## src/rtl/cud_pkg.sv

```systemverilog
// Shared types and defaults for the up/down modulo counter.
package cud_pkg;

    localparam int CUD_WIDTH = 8;

    typedef enum logic [1:0] {
        MODE_WRAP    = 2'd0,
        MODE_SAT     = 2'd1,
        MODE_ONESHOT = 2'd2
    } cud_mode_t;

endpackage

```

## src/rtl/cud_next_calc.sv

```systemverilog
// Combinational next-count and boundary-event logic for one enabled step.
module cud_next_calc
    import cud_pkg::*;
#(
    parameter int WIDTH = CUD_WIDTH
) (
    input  logic [WIDTH-1:0] i_count,
    input  logic [WIDTH-1:0] i_max_val,
    input  logic [WIDTH-1:0] i_step,
    input  logic             i_ud,
    input  cud_mode_t        i_mode,
    output logic [WIDTH-1:0] o_next,
    output logic             o_up_evt,
    output logic             o_dn_evt,
    output logic             o_done_set
);

    localparam logic [WIDTH:0] ONE = {{WIDTH{1'b0}}, 1'b1};

    logic [WIDTH:0]   w_range;
    logic [WIDTH:0]   w_step;
    logic [WIDTH:0]   w_cur;
    logic [WIDTH:0]   w_sum;
    logic [WIDTH-1:0] w_diff;
    logic [WIDTH-1:0] w_wrap_up;
    logic [WIDTH-1:0] w_wrap_dn;
    logic             w_sat_like;

    // Range is max_val+1, which needs the extra bit when max_val is all ones.
    assign w_range    = {1'b0, i_max_val} + ONE;
    assign w_step     = ({1'b0, i_step} > w_range) ? w_range : {1'b0, i_step};
    assign w_cur      = (i_count > i_max_val) ? {1'b0, i_max_val} : {1'b0, i_count};
    assign w_sum      = w_cur + w_step;
    // True results of these fit in WIDTH bits, so modulo-2^WIDTH math is exact.
    assign w_diff     = w_cur[WIDTH-1:0] - w_step[WIDTH-1:0];
    assign w_wrap_up  = w_sum[WIDTH-1:0] - w_range[WIDTH-1:0];
    assign w_wrap_dn  = w_cur[WIDTH-1:0] + w_range[WIDTH-1:0] - w_step[WIDTH-1:0];
    assign w_sat_like = (i_mode == MODE_SAT) || (i_mode == MODE_ONESHOT);

    always_comb begin
        o_next     = i_count;
        o_up_evt   = 1'b0;
        o_dn_evt   = 1'b0;
        o_done_set = 1'b0;
        if (w_step != '0) begin
            if (i_ud) begin
                if (w_sum > {1'b0, i_max_val}) begin
                    o_up_evt = 1'b1;
                    o_next   = w_sat_like ? i_max_val : w_wrap_up;
                end else begin
                    o_next = w_sum[WIDTH-1:0];
                end
            end else begin
                if (w_step <= w_cur) begin
                    o_next = w_diff;
                end else begin
                    o_dn_evt = 1'b1;
                    o_next   = w_sat_like ? '0 : w_wrap_dn;
                end
            end
            o_done_set = (o_up_evt || o_dn_evt) && (i_mode == MODE_ONESHOT);
        end
    end

endmodule

```

## src/rtl/counter_ud_mod.sv

```systemverilog
// Up/down counter over 0..max_val with wrap, saturate and one-shot modes,
// terminal-count pulse and sticky overflow/underflow flags.
module counter_ud_mod
    import cud_pkg::*;
#(
    parameter int               WIDTH   = CUD_WIDTH,
    parameter logic [WIDTH-1:0] RST_VAL = '0
) (
    input  logic             clk,
    input  logic             rstn,
    input  logic             en,
    input  logic             clr,
    input  logic             load_en,
    input  logic [WIDTH-1:0] load,
    input  logic             ud,
    input  logic [WIDTH-1:0] step,
    input  logic [WIDTH-1:0] max_val,
    input  cud_mode_t        mode,
    input  logic             flag_clr,
    output logic [WIDTH-1:0] count,
    output logic             tc,
    output logic             ovf,
    output logic             unf,
    output logic             done,
    output logic             at_max,
    output logic             at_zero
);

    logic [WIDTH-1:0] r_count;
    logic             r_tc;
    logic             r_ovf;
    logic             r_unf;
    logic             r_done;

    logic [WIDTH-1:0] w_next;
    logic [WIDTH-1:0] w_load_clamp;
    logic             w_up_evt;
    logic             w_dn_evt;
    logic             w_done_set;
    logic             w_step_go;

    cud_next_calc #(
        .WIDTH (WIDTH)
    ) u_next (
        .i_count    (r_count),
        .i_max_val  (max_val),
        .i_step     (step),
        .i_ud       (ud),
        .i_mode     (mode),
        .o_next     (w_next),
        .o_up_evt   (w_up_evt),
        .o_dn_evt   (w_dn_evt),
        .o_done_set (w_done_set)
    );

    assign w_load_clamp = (load > max_val) ? max_val : load;
    assign w_step_go    = en && !r_done && !clr && !load_en;

    always_ff @(posedge clk or negedge rstn) begin
        if (!rstn) begin
            r_count <= RST_VAL;
            r_tc    <= 1'b0;
            r_ovf   <= 1'b0;
            r_unf   <= 1'b0;
            r_done  <= 1'b0;
        end else begin
            // A boundary event in the same cycle overrides flag_clr.
            r_ovf <= (r_ovf && !flag_clr) || (w_step_go && w_up_evt);
            r_unf <= (r_unf && !flag_clr) || (w_step_go && w_dn_evt);
            if (clr) begin
                r_count <= '0;
                r_done  <= 1'b0;
                r_tc    <= 1'b0;
            end else if (load_en) begin
                r_count <= w_load_clamp;
                r_done  <= 1'b0;
                r_tc    <= 1'b0;
            end else if (w_step_go) begin
                r_count <= w_next;
                r_done  <= w_done_set;
                r_tc    <= w_up_evt || w_dn_evt;
            end else begin
                r_tc    <= 1'b0;
            end
        end
    end

    assign count   = r_count;
    assign tc      = r_tc;
    assign ovf     = r_ovf;
    assign unf     = r_unf;
    assign done    = r_done;
    assign at_max  = (r_count == max_val);
    assign at_zero = (r_count == '0);

endmodule

```

## config.mk

```make
export PLATFORM = sky130hd
export DESIGN_NAME = counter_ud_mod
export DESIGN_NICKNAME = d
export VERILOG_FILES = /design/src/rtl/cud_pkg.sv /design/src/rtl/cud_next_calc.sv /design/src/rtl/counter_ud_mod.sv
export SDC_FILE = /design/constraint.sdc
export NUM_CORES = 1
export LEC_CHECK = 0
export CORE_ASPECT_RATIO = 0.5
export CORE_MARGIN = 2
export CORE_UTILIZATION = 60
export CTS_CLUSTER_SIZE = 20
export DETAILED_ROUTE_END_ITERATION = 7
export GPL_ROUTABILITY_DRIVEN = 0
export PLACE_DENSITY = 0.84
export SYNTH_ARGS = -nofsm -noshare
export SYNTH_HDL_FRONTEND = slang
export SYNTH_SLANG_ARGS = --single-unit
export TNS_END_PERCENT = 5
```

## constraint.sdc

```tcl
create_clock -name clk -period 11 [get_ports clk]
set_input_delay 2.2 -clock clk [delete_from_list [all_inputs] [get_ports clk]]
set_output_delay 2.2 -clock clk [all_outputs]
set_load 0.02 [all_outputs]
```

### Yosys cells after proc, flatten, opt, wreduce, memory -nomap -nowiden

Index checks and enable logic that the tools add are counted.

| cells by class | value |
|---|---|
| $lt $le $gt $ge | 5 |
| equality and inequality tests | 3 |
| reductions and logical operators | 22 |
| add/sub/neg operators | 6 |
| muxes and demuxes | 27 |

Operators by type and width:

| cell | count |
|---|---|
| $mux W8 | 11 |
| $sub A8 B8 Y8 | 3 |
| $gt A8 B8 Y1 | 2 |
| $mux W1 | 15 |
| $add A8 B1 Y9 const B | 1 |
| $add A9 B9 Y9 | 1 |
| $gt A8 B9 Y1 | 1 |
| $gt A9 B8 Y1 | 1 |
| $le A9 B9 Y1 | 1 |
| $mux W9 | 1 |
| $reduce_bool A9 Y1 | 1 |
| $add A8 B8 Y8 | 1 |
| $eq A8 B8 Y1 | 1 |
| $logic_and A1 B1 Y1 | 8 |
| $logic_not A8 Y1 | 1 |
| $reduce_bool A3 Y1 | 2 |
| $logic_or A1 B1 Y1 | 5 |
| $logic_not A1 Y1 | 4 |
| $eq A2 B1 Y1 const B | 1 |
| $eq A2 B2 Y1 const B | 1 |
| $reduce_and A2 Y1 | 1 |

| word-level totals | value |
|---|---|
| input port bits | 33 |
| flip-flop bits (word level) | 12 |
| word-level logic and storage cells | 68 |

### Longest topological paths before layout

Gate-level depths: netlist of run 1.

| logic depth | value |
|---|---|
| depth after elaboration | 14 |
| mapped depth | 29 |
| depth with buffers taken out | 28 |

### By module

Synthesis of run 1 repeated with hierarchy kept, for this count alone.

| unflattened totals | value |
|---|---|
| cells, all modules | 536 |
| area, all modules | 4142.7 µm² |

By module, submodules not included:

| module | sequential area each (µm²) | times used | cells each | area an instance (µm²) |
|---|---|---|---|---|
| cud_next_calc | 0.0 | 1 | 424 | 3131.8 |
| counter_ud_mod | 300.3 | 1 | 112 | 1011.0 |

### Worst setup path after synthesis of run 1

OpenSTA, ideal clock, no wires.

| timing | value |
|---|---|
| path type | input to register |
| from | input port max_val[0] |
| to | register r_count[0] (netlist: count[0]) |
| path buffers | 3 |
| arrival | 7.435 ns |
| cell stages on the path | 29 |
| path slack | 3.466 ns |
| cell sequence | ha_1 -> xor2_1 -> inv_1 -> ha_1 -> a21oi_1 -> nand2_1 -> maj3_1 -> a21oi_1 -> o21ai_2 -> nand2_1 -> clkbuf_1 -> o21ai_0 -> ha_1 -> buf_2 -> inv_1 -> a21oi_1 -> o211a_1 -> o2bb2ai_1 -> xnor2_1 -> ha_1 -> a2111oi_0 -> o21ai_0 -> o22ai_1 -> and2_1 -> buf_1 -> nand2_1 -> a31oi_1 -> nand4_1 -> a311oi_1 |

| between the ends | value |
|---|---|
| longest elaborated chain between the ends | 12 |
| elaborated cells between the ends (all ways) | 26 |
| those cells by class | 6 x add/sub; 5 x order compare; 12 x mux; 3 x reduce/logical |

RTL lines:

| what | line | source |
|---|---|---|
| start: declaration | counter_ud_mod.sv:17 | `input logic [WIDTH-1:0] max_val,` |
| $add A8 B1 Y9 | cud_next_calc.sv:30 | `assign w_range = {1'b0, i_max_val} + ONE;` |
| $gt A8 B9 Y1 | cud_next_calc.sv:31 | `assign w_step = ({1'b0, i_step} > w_range) ? w_range : {1'b0, i_step};` |
| $mux W9 | cud_next_calc.sv:31 |  |
| $add A9 B9 Y9 | cud_next_calc.sv:33 | `assign w_sum = w_cur + w_step;` |
| $sub A8 B8 Y8 | cud_next_calc.sv:36 | `assign w_wrap_up = w_sum[WIDTH-1:0] - w_range[WIDTH-1:0];` |
| $mux W8 | cud_next_calc.sv:49 | `o_next = w_sat_like ? i_max_val : w_wrap_up;` |
| $mux W8 | cud_next_calc.sv:47 | `if (w_sum > {1'b0, i_max_val}) begin` |
| $mux W8 | cud_next_calc.sv:46 | `if (i_ud) begin` |
| $mux W8 | cud_next_calc.sv:45 | `if (w_step != '0) begin` |
| $mux W8 | counter_ud_mod.sv:78 | `end else if (w_step_go) begin` |
| $mux W8 | counter_ud_mod.sv:74 | `end else if (load_en) begin` |
| $mux W8 | counter_ud_mod.sv:70 | `if (clr) begin` |
| end signal: assignment | counter_ud_mod.sv:75 | `r_count <= w_load_clamp;` |
| end signal: assignment | counter_ud_mod.sv:79 | `r_count <= w_next;` |
| end: declaration | counter_ud_mod.sv:29 | `logic [WIDTH-1:0] r_count;` |

Parallel ways exist; a longest one is shown, timed or not. The select of a mux whose other input is x is not followed.
A chain may end at the register's enable or synchronous reset.

### Worst setup path after layout of run 1

| timing | value |
|---|---|
| from | input port max_val[0] |
| to | register r_count[3] (netlist: count[3]) |

The elaborated chain is that of the path after synthesis.

==> summary.txt, run 1 <==
Route
  • DRT Pass-1 Iters: 5
  • WL per Instance: 20.8 um
  • DRT iter0 DRCs: 375
  • Antenna-violating nets left: 0
  • Drt drc: 0
  • Final Routed Wirelength: 13200 um
  • Via density: 6.69
  • Via count: 4244

Cells and area
  • Layout Nets: 656
  • Area growth from synthesis to layout: 12.2%
  • # diodes: 0
  • Post-route cell area: 4740 um2
  • Share of layout cells above drive strength 1: 0.0756
  • Final Non-Filler Cells: 634

Synth
  • Top post-synthesis cells by area: ha_1 (20%), dfrtp_1 (7.1%), fa_1 (4.7%)
  • Synth warnings: 0
  • Seq cells post-synth: 12
  • Post-Syn Instances: 518
  • Top-area cell type share of the netlist area: 0.205
  • Post-synth EDFFs: 0
  • Top cells by count, synth: ha_1 (69), inv_1 (40), nand2_1 (30)
  • Sequential area share after synthesis: 0.0711
  • Most common cell in the netlist: ha_1
  • Cell area after synthesis: 4220 um2
  • Syn Nets: 630
  • Area leader, netlist: ha_1
  • Syn Area/Cell: 8.15 um2
  • Post-synth ARST share: 1.00
  • Synth Flop Type: dfrtp_1
  • Unique masters post-synth: 96

Critical path
  • Buf+Inv Stages, Crit Path: 3
  • CP required: 11180 ps
  • R2R Setup Slk: 4780 ps
  • Family with the most delay on the worst path: compound AO/OA/AOI/OAI gates
  • Reg-to-Reg Start: count[1]
  • R2R depth: 26
  • Crit path max fanout: 16
  • CP Class: in2reg
  • CP arrival: 9630 ps
  • R2r endpoint: count[3]
  • Slowest CP cell: clkdlybuf4s50_1
  • CP startpoint kind: input pin
  • Worst setup EP type: flip-flop
  • CP max stage delay: 910 ps

STA
  • Max-slew violations: 0
  • Crit path time final: 9450 ps
  • FMAX: 106 MHz
  • WHS: 533 ps
  • Relative slew slack: 0.533
  • Setup_tns: 0 ps
  • Final hold vios: 0
  • Final period utilization: 0.859
  • Slew @ Worst Pin: 701 ps
  • RSZ-0062 raised after global routing: no
  • Final setup viols: 0
  • Clock skew: 2.86 ps

Die
  • Die Span Y: 63.3 um
  • Die width: 123 um
  • Core area: 6750 um2
  • IO Count: 47
  • Die area: 7760 um2
  • FP Rows: 21
  • Initial core utilization: 0.625

Placed design
  • Input/output buffers: 46
  • Post-Place Cell Area: 4660 um2
  • Inst Count DP: 631
  • DP HPWL: 10500 um

CTS
  • CTS Buf Count: 3
  • Clk buf depth: 2
  • Clk_lat worst skew: 240 ps
  • CTS tree: done
  • Clk sinks: 12
  • Cts hold-fix bufs: 0
  • Postcts setup bufs: 0
  • Post-CTS Resized: 0
  • H-tree depth: 1
  • Root Driver: clkbuf_16
  • Worst-path clk slew: 40 ps

Global routing
  • Vias in the first global route: 3991
  • Global-route usage over all layers: 0.344
  • Antenna violations before repair: 0
  • Largest net degree at the start of global routing: 21
  • Global-route wire length before repair: 20500 um
  • Grt ovf: 0

Pwr
  • P_leak: 2.08 nW
  • Switching Fraction: 0.538
  • Clock power frac: 0.064
  • Proportion of power drawn by combinational gates: 0.869
  • Internal: 0.476 mW
  • Sequential share of power: 0.067
  • Net load switching power: 0.554 mW
  • Pwr dens: 217 nW/um2
  • Worst IR Drop VDD: 0.104 mV

Run status
  • Status: complete, no violations

Min path
  • Worst hold path endpoint: done
  • Hold depth: 1
  • Hold_sp: done
  • Hold WC Path Type: reg2reg

Run
  • Max_cap viols: 0
-- cell families (layout without fill, tap and decap cells) --
| logic type | Yosys count | in the layout | synth area share |
|---|---|---|---|
| flops | 12 | 12 | 0.0711 |
| buf+inv | 68 | 92 | 0.0708 |
| fa+ha+maj | 80 | 80 | 0.254 |
| mux | 26 | 26 | 0.0652 |
| simple gates | 156 | 156 | 0.213 |
| xor+xnor | 28 | 28 | 0.0676 |
| compound gates | 148 | 148 | 0.258 |
-- final cells by class --
cell class                      count  area (um2)
Multi-Input combinational cell    438        3620
Fill cell                         523        2010
Timing Repair Buffer               47         468
Sequential cell                    12         300
Inverter                           42         158
Tap cell                           92         115
Clock buffer                        3        75.1
-- power groups by stage --
stage | sequential (mW) | combinational [mW] | clock (mW)
finish | 0.0690 | 0.895 | 0.0659
global route | 0.0687 | 0.971 | 0.0688
CTS | 0.0672 | 0.873 | 0.0656
detailed placement | 0.0676 | 0.867 | 0
global placement | 0.0676 | 0.849 | 0
floorplan | 0.0681 | 0.663 | 0
-- routing by layer --
layer	GRT usage	vias to the layer above	wire length [um]
met2	0.519	261	5340
met3	0.0933	35	1670
met5	0	-	0
met4	0.106	0	396
li1	-	1991	-
met1	0.477	1957	5770
-- worst max path at each step --
stage | startpoint | endpoint | slack [ps] | cells after the start
after floorplan | max_val[0] | count[0] | 3470 | 29
after global placement | max_val[0] | count[6] | 1910 | 28
after CTS | max_val[0] | count[3] | 1750 | 28
final | max_val[0] | count[3] | 1550 | 28
after detailed placement | max_val[0] | count[3] | 1570 | 28
after global routing | max_val[0] | count[6] | 1080 | 28
-- through the flow --
stage / worst slack (ps) / power, mW / utilization
floorplan: 3470 / 0.731 / -
global placement: 1910 / 0.917 / 0.691
detailed placement: 1570 / 0.935 / 0.691
CTS: 1750 / 1.01 / 0.702
global route: 1080 / 1.11 / 0.702
finish: 1550 / 1.03 / 0.702
-- placed cells by master, fill, tap and decap left out, types with 10 or more instances in the layout --
master	instances
dfrtp_1	12
fa_1	10
a21oi_1	25
nand2_1	30
xnor2_1	18
o21a_1	13
ha_1	69
clkdlybuf4s50_1	46
mux2i_1	17
o21ai_0	18
nor3_1	12
nand4_1	14
nor2b_1	10
inv_1	40
nand3_1	11
nor2_1	26
a21o_1	13
-- sequential cells by signal (all words and copies together) (netlist names) --
register / cells
unf: 1
count: 8
done: 1
ovf: 1
tc: 1
No activity file was read; power rests on OpenSTA's default activity.
==> run 2: changes to the inputs <==
- TNS_END_PERCENT: 5 -> not set
==> results of run 2 <==
No change in the layout: final DEF, timing and power equal those of run 1.
==> variant 1 (flow settings as in run 2) <==
The package constant `CUD_WIDTH` goes from 8 to 7.
--- a/src/rtl/cud_pkg.sv
+++ b/src/rtl/cud_pkg.sv
@@ -3,3 +3,3 @@
 
-    localparam int CUD_WIDTH = 8;
+    localparam int CUD_WIDTH = 7;
 
Interface: changed (resized count, load, max_val and step); port bits go from 47 to 43. No check against the original RTL was run, so the function may have changed too.
==> variant 1 against run 2 <==
Critical path type unchanged. Sequential cell count is 1 lower. Sequential power is 9.0% higher. Design area is 20% lower. Routed wire length is 18% lower. Worst setup slack worse by 0.19 ns. Critical endpoint is now count[6]. Power is 13% higher. Area after synthesis is 22% lower. Maximum frequency is 2.0% lower. Synthesized cell count is 20% lower. Via count is 17% lower.
==> variant 1: results (changes against run 2) <==
[run_status]
status=finished clean

[synth]
ys_types=59  ; -39%
synth_fa_ha_area_share_pct=28.9  ; +3.5 points
yosysSeqAreaShare_pct=8.33  ; +1.2 points
synth_area_leaders=ha_1 23%, dfrtp_1 8.3%, mux2i_1 6.1%
syn-num-nets=513  ; -19%
synth_compound_area_share_pct=21.3  ; -4.5 points
synth_warnings=0  ; unchanged
synth_xor_area_share_pct=5.57  ; -1.2 points
synthArstFlopShare_pct=100  ; unchanged
synth_commonest_cells=62 x ha_1, 36 x inv_1, 36 x nor2_1, 33 x a21oi_1, 20 x mux2i_1
synth_area_per_cell_um2=8.02  ; -1.6%
synthMuxAreaShare_pct=10.6  ; +4.1 points

[setup_path]
timing.rr.start=count[1]
reg2reg_depth=26  ; unchanged
cp-endpoint=count[6]
cp-start-kind=primary input
max_stage_delay_ns=0.90
reg2reg_slack_ns=4.70  ; -0.08 ns
startpoint=max_val[0]
worst_path_max_delay_cell=clkdlybuf4s50_1
crit_arrival_ns=9.78  ; +0.15 ns
cp_max_fo=13  ; -3
cp_top_family=simple AND/OR/NAND/NOR gates

[clocking]
ctsLongestPathBuffers=2  ; unchanged
cts_made_buffers=3  ; unchanged
cts_root_buffer=clkbuf_8
ctsHtreeMaxLevel=1  ; unchanged
cts.clk_slew.worst_paths_ns=0.05
cts_resized=0  ; unchanged

[drt]
wl_met1_mm=4.44  ; -23%
vias_per_cell=6.85  ; +2.4%
drt-total-wl_mm=10.8  ; -18%
wl_met3_mm=1.42  ; -15%
drt_iter0_markers=342  ; -8.8%
drtPass1Iterations=7  ; +2
num_vias=3529  ; -17%
wl_met2_mm=4.61  ; -14%

[sta]
worstMarginPinSlew_ns=1.12  ; +0.422 ns
hold_ws_ns=0.525  ; -0.00721 ns
clock_skew_ns=0.00594  ; +0.00309 ns
period_minus_slack_ns=9.64  ; +0.192 ns

[power_and_ir_drop]
ir_drop_v=0.000190  ; +83%
leakage_nw=1.74  ; -16%

[layout]
fillers=418  ; -20%
nets=544  ; -17%
largest_register_ffs=7  ; -1
drive_above_1_share_pct=5.43  ; -2.1 points

[grt]
first_global_vias=3338  ; -16%
grt_usage_pct=36.3  ; +1.9 points
antenna_found_initial=0  ; unchanged
gr-usage-met2_pct=57.0  ; +5.1 points
use_met1_pct=51.0  ; +3.3 points
use_met3_pct=7.67  ; -1.7 points
grt_pass1_wl_mm=17.3  ; -16%

[placed_design]
place_area_um2=3740  ; -20%
preCtsSetupSlack_ns=1.46  ; -0.110 ns
dp_hpwl_mm=8.65  ; -18%
portBuffers=42  ; -8.7%

==> variant 1: cell count changes after synthesis, moves of 5 or more <==
cell	run 2	this run
mux2_2	7	12
o21a_1	13	6
buf_2	8	3
nor2_1	26	36
nand2_1	30	14
a21oi_1	25	33
nand4_1	14	5
a31oi_1	9	4
ha_1	69	62
a21o_1	13	4
==> variant 1: area by class of cell <==
class	count	area [um^2]	area share [%]
Clock buffer	4	45.0	1.19
Inverter	37	139	3.67
Multi-Input combinational cell	347	2810	74.2
Sequential cell	11	275	7.27
Tap cell	73	91.3	2.41
Timing Repair Buffer	43	428	11.3
==> variant 1: how the worst min path moves through the flow <==
stage                     from  end  depth (start not counted)
after floorplan            ovf  ovf                          1
after global placement     ovf  ovf                          1
after detailed placement   unf  unf                          1
after CTS                  ovf  ovf                          1
after global routing       ovf  ovf                          1
final                      unf  unf                          1
==> variant 1: report_power, final <==
part           internal [W]  leakage, nW  switching, W
combinational      0.000433         1.57      0.000613
sequential        0.0000514        0.146     0.0000237
clock             0.0000255       0.0228     0.0000166
==> variant 2 (settings of run 2) <==
Made on the original files. Make the reset (`rstn`) synchronous in one clocked block.
--- a/src/rtl/counter_ud_mod.sv
+++ b/src/rtl/counter_ud_mod.sv
@@ -58,3 +58,3 @@
 
-    always_ff @(posedge clk or negedge rstn) begin
+    always_ff @(posedge clk) begin
         if (!rstn) begin
Formal check against the unedited RTL: differs if rstn is asserted again (counterexample within 4 cycles, from zero or initial values and one cycle with rstn low); with rstn held inactive, the same outputs for 10 cycles.
==> variant 2 against run 2 <==
Worst setup slack worse by 0.12 ns. Sequential share of layout area down 0.88 points. Power down 39%. Register-to-register slack worse by 0.12 ns. Routed wire length down 12%. Sequential cell count unchanged. Core utilization up 1.7 points. Design area down 7.0%. Area after synthesis down 9.0%. Critical path type unchanged. Critical endpoint is now count[2].
==> variant 2: results (changes against run 2) <==
[sta]
maxSlewHeadroom_pct=30.8  ; -23 points
clock_skew_ns=0.000571  ; -0.00229 ns

[synth]
ys_types=69  ; -28%
yosysSeqAreaShare_pct=6.26  ; -0.86 points
synthArstFlopShare_pct=0  ; -100 points
synthFlopType=dfxtp_1
syn-num-nets=599  ; -4.9%
synth_area_leaders=ha_1 23%, dfxtp_1 6.3%, fa_1 5.2%
synth_commonest_cells=70 x ha_1, 41 x inv_1, 30 x nor2_1, 29 x a21oi_1

[setup_path]
timing.rr.start=count[1]
r2r_end=count[2]
cp-endpoint=count[2]
reg2reg_slack_ns=4.66  ; -0.12 ns
reg2reg_depth=25  ; -3.8%
crit_arrival_ns=9.68  ; +0.05 ns

[grt]
grt_pass1_wl_mm=17.7  ; -14%
first_global_vias=3386  ; -15%
grt_usage_pct=33.0  ; -1.4 points
grt_max_degree=25  ; +19%

[drt]
drt_iter0_markers=442  ; +18%
wl_per_cell_um=19.2  ; -7.6%
vias_per_cell=6.39  ; -4.6%
drtPass1Iterations=5  ; unchanged

[power_and_ir_drop]
leakage_nw=1.92  ; -7.6%
ir_drop_v=0.0000633  ; -39%

[worst_hold_path]
hp-class=register to register

[run_status]
status=finished clean

[layout]
fillers=514  ; -1.7%
nets=630  ; -4.0%
drive_above_1_share_pct=5.23  ; -2.3 points

[placed_design]
dp_hpwl_mm=9.47  ; -10%
portBuffers=46  ; unchanged

[clocking]
cts_root_buffer=clkbuf_16

==> variant 2: worst max-delay path, stage by stage <==
cell and delay [ns]:
clkdlybuf4s50_1 0.78, ha_1 0.30, nand3_2 0.14, xnor2_1 0.30
inv_1 0.16, ha_1 0.33, nand3_1 0.13, a21oi_1 0.07
or4_1 0.47, a311o_1 0.41, nand2_1 0.40, nand2_1 0.11
o21ai_0 0.21, ha_1 0.27, inv_1 0.06, fa_1 0.39
o21ba_2 0.24, o311a_1 0.30, a211oi_2 0.41, ha_1 0.33
nand2_1 0.09, a21oi_1 0.05, o41a_1 0.10, o21ai_0 0.30
nand2_1 0.35, mux2_2 0.38, a211oi_1 0.32, o21ai_2 0.10
==> variant 2: kinds of logic (layout without fill, tap and decap cells) <==
logic type / count (synthesis) / after routing / share of synthesized area [%]
AO/OA/AOI/OAI: 144 / 144 / 26.3
buffers and inverters: 62 / 92 / 6.78
AND/OR/NAND/NOR: 139 / 139 / 19.8
flip-flops: 12 / 12 / 6.26
XOR/XNOR: 25 / 25 / 6.26
adder cells (fa/ha/maj): 80 / 80 / 28.0
multiplexers: 24 / 24 / 6.52
==> variant 2: how the worst min path moves through the flow <==
stage	to	slack, ns	start
2_1_floorplan	count[0]	0.58	count[0]
3_3_place_gp	done	0.50	done
3_5_place_dp	done	0.51	done
4_1_cts	done	0.52	done
5_1_grt	done	0.55	done
6_report	done	0.53	done
==> variant 2: final cells by class <==
cell class,instances,area (um^2),share of cell area [%]
well taps,88,110,2.50
multi-input cells,412,3340,75.9
inverters,41,154,3.49
flip-flops and latches,12,240,5.45
repair buffers,47,468,10.6
clock buffers,4,88.8,2.02
==> variant 2: routing by layer <==
metal  global-route usage (%)  routed length, um  vias up
met5                        0                  0        -
met4                     4.54                117        0
met3                     12.9               1630       18
met2                     50.1               4710      219
met1                     45.9               5140     1774
li1                         -                  -     1848
==> variant 2: metrics by stage <==
step           cell area, um^2  hold WS, ns  util [%]  setup slack (ns)  std cells
2_1_floorplan             3840        0.577         -              3.01        486
6_report                  4410        0.531      71.9              1.44        604
3_5_place_dp              4320        0.510      70.4              1.46        600
4_1_cts                   4410        0.524      71.9              1.63        604
5_1_grt                   4410        0.554      71.9             0.957        604
3_3_place_gp              4320        0.496      70.4              1.77        600
==> variant 2: power breakdown <==
group          switching, W  internal (W)
clock network     0.0000182     0.0000548
logic              0.000291      0.000216
registers        0.00000696     0.0000466
total              0.000316      0.000317
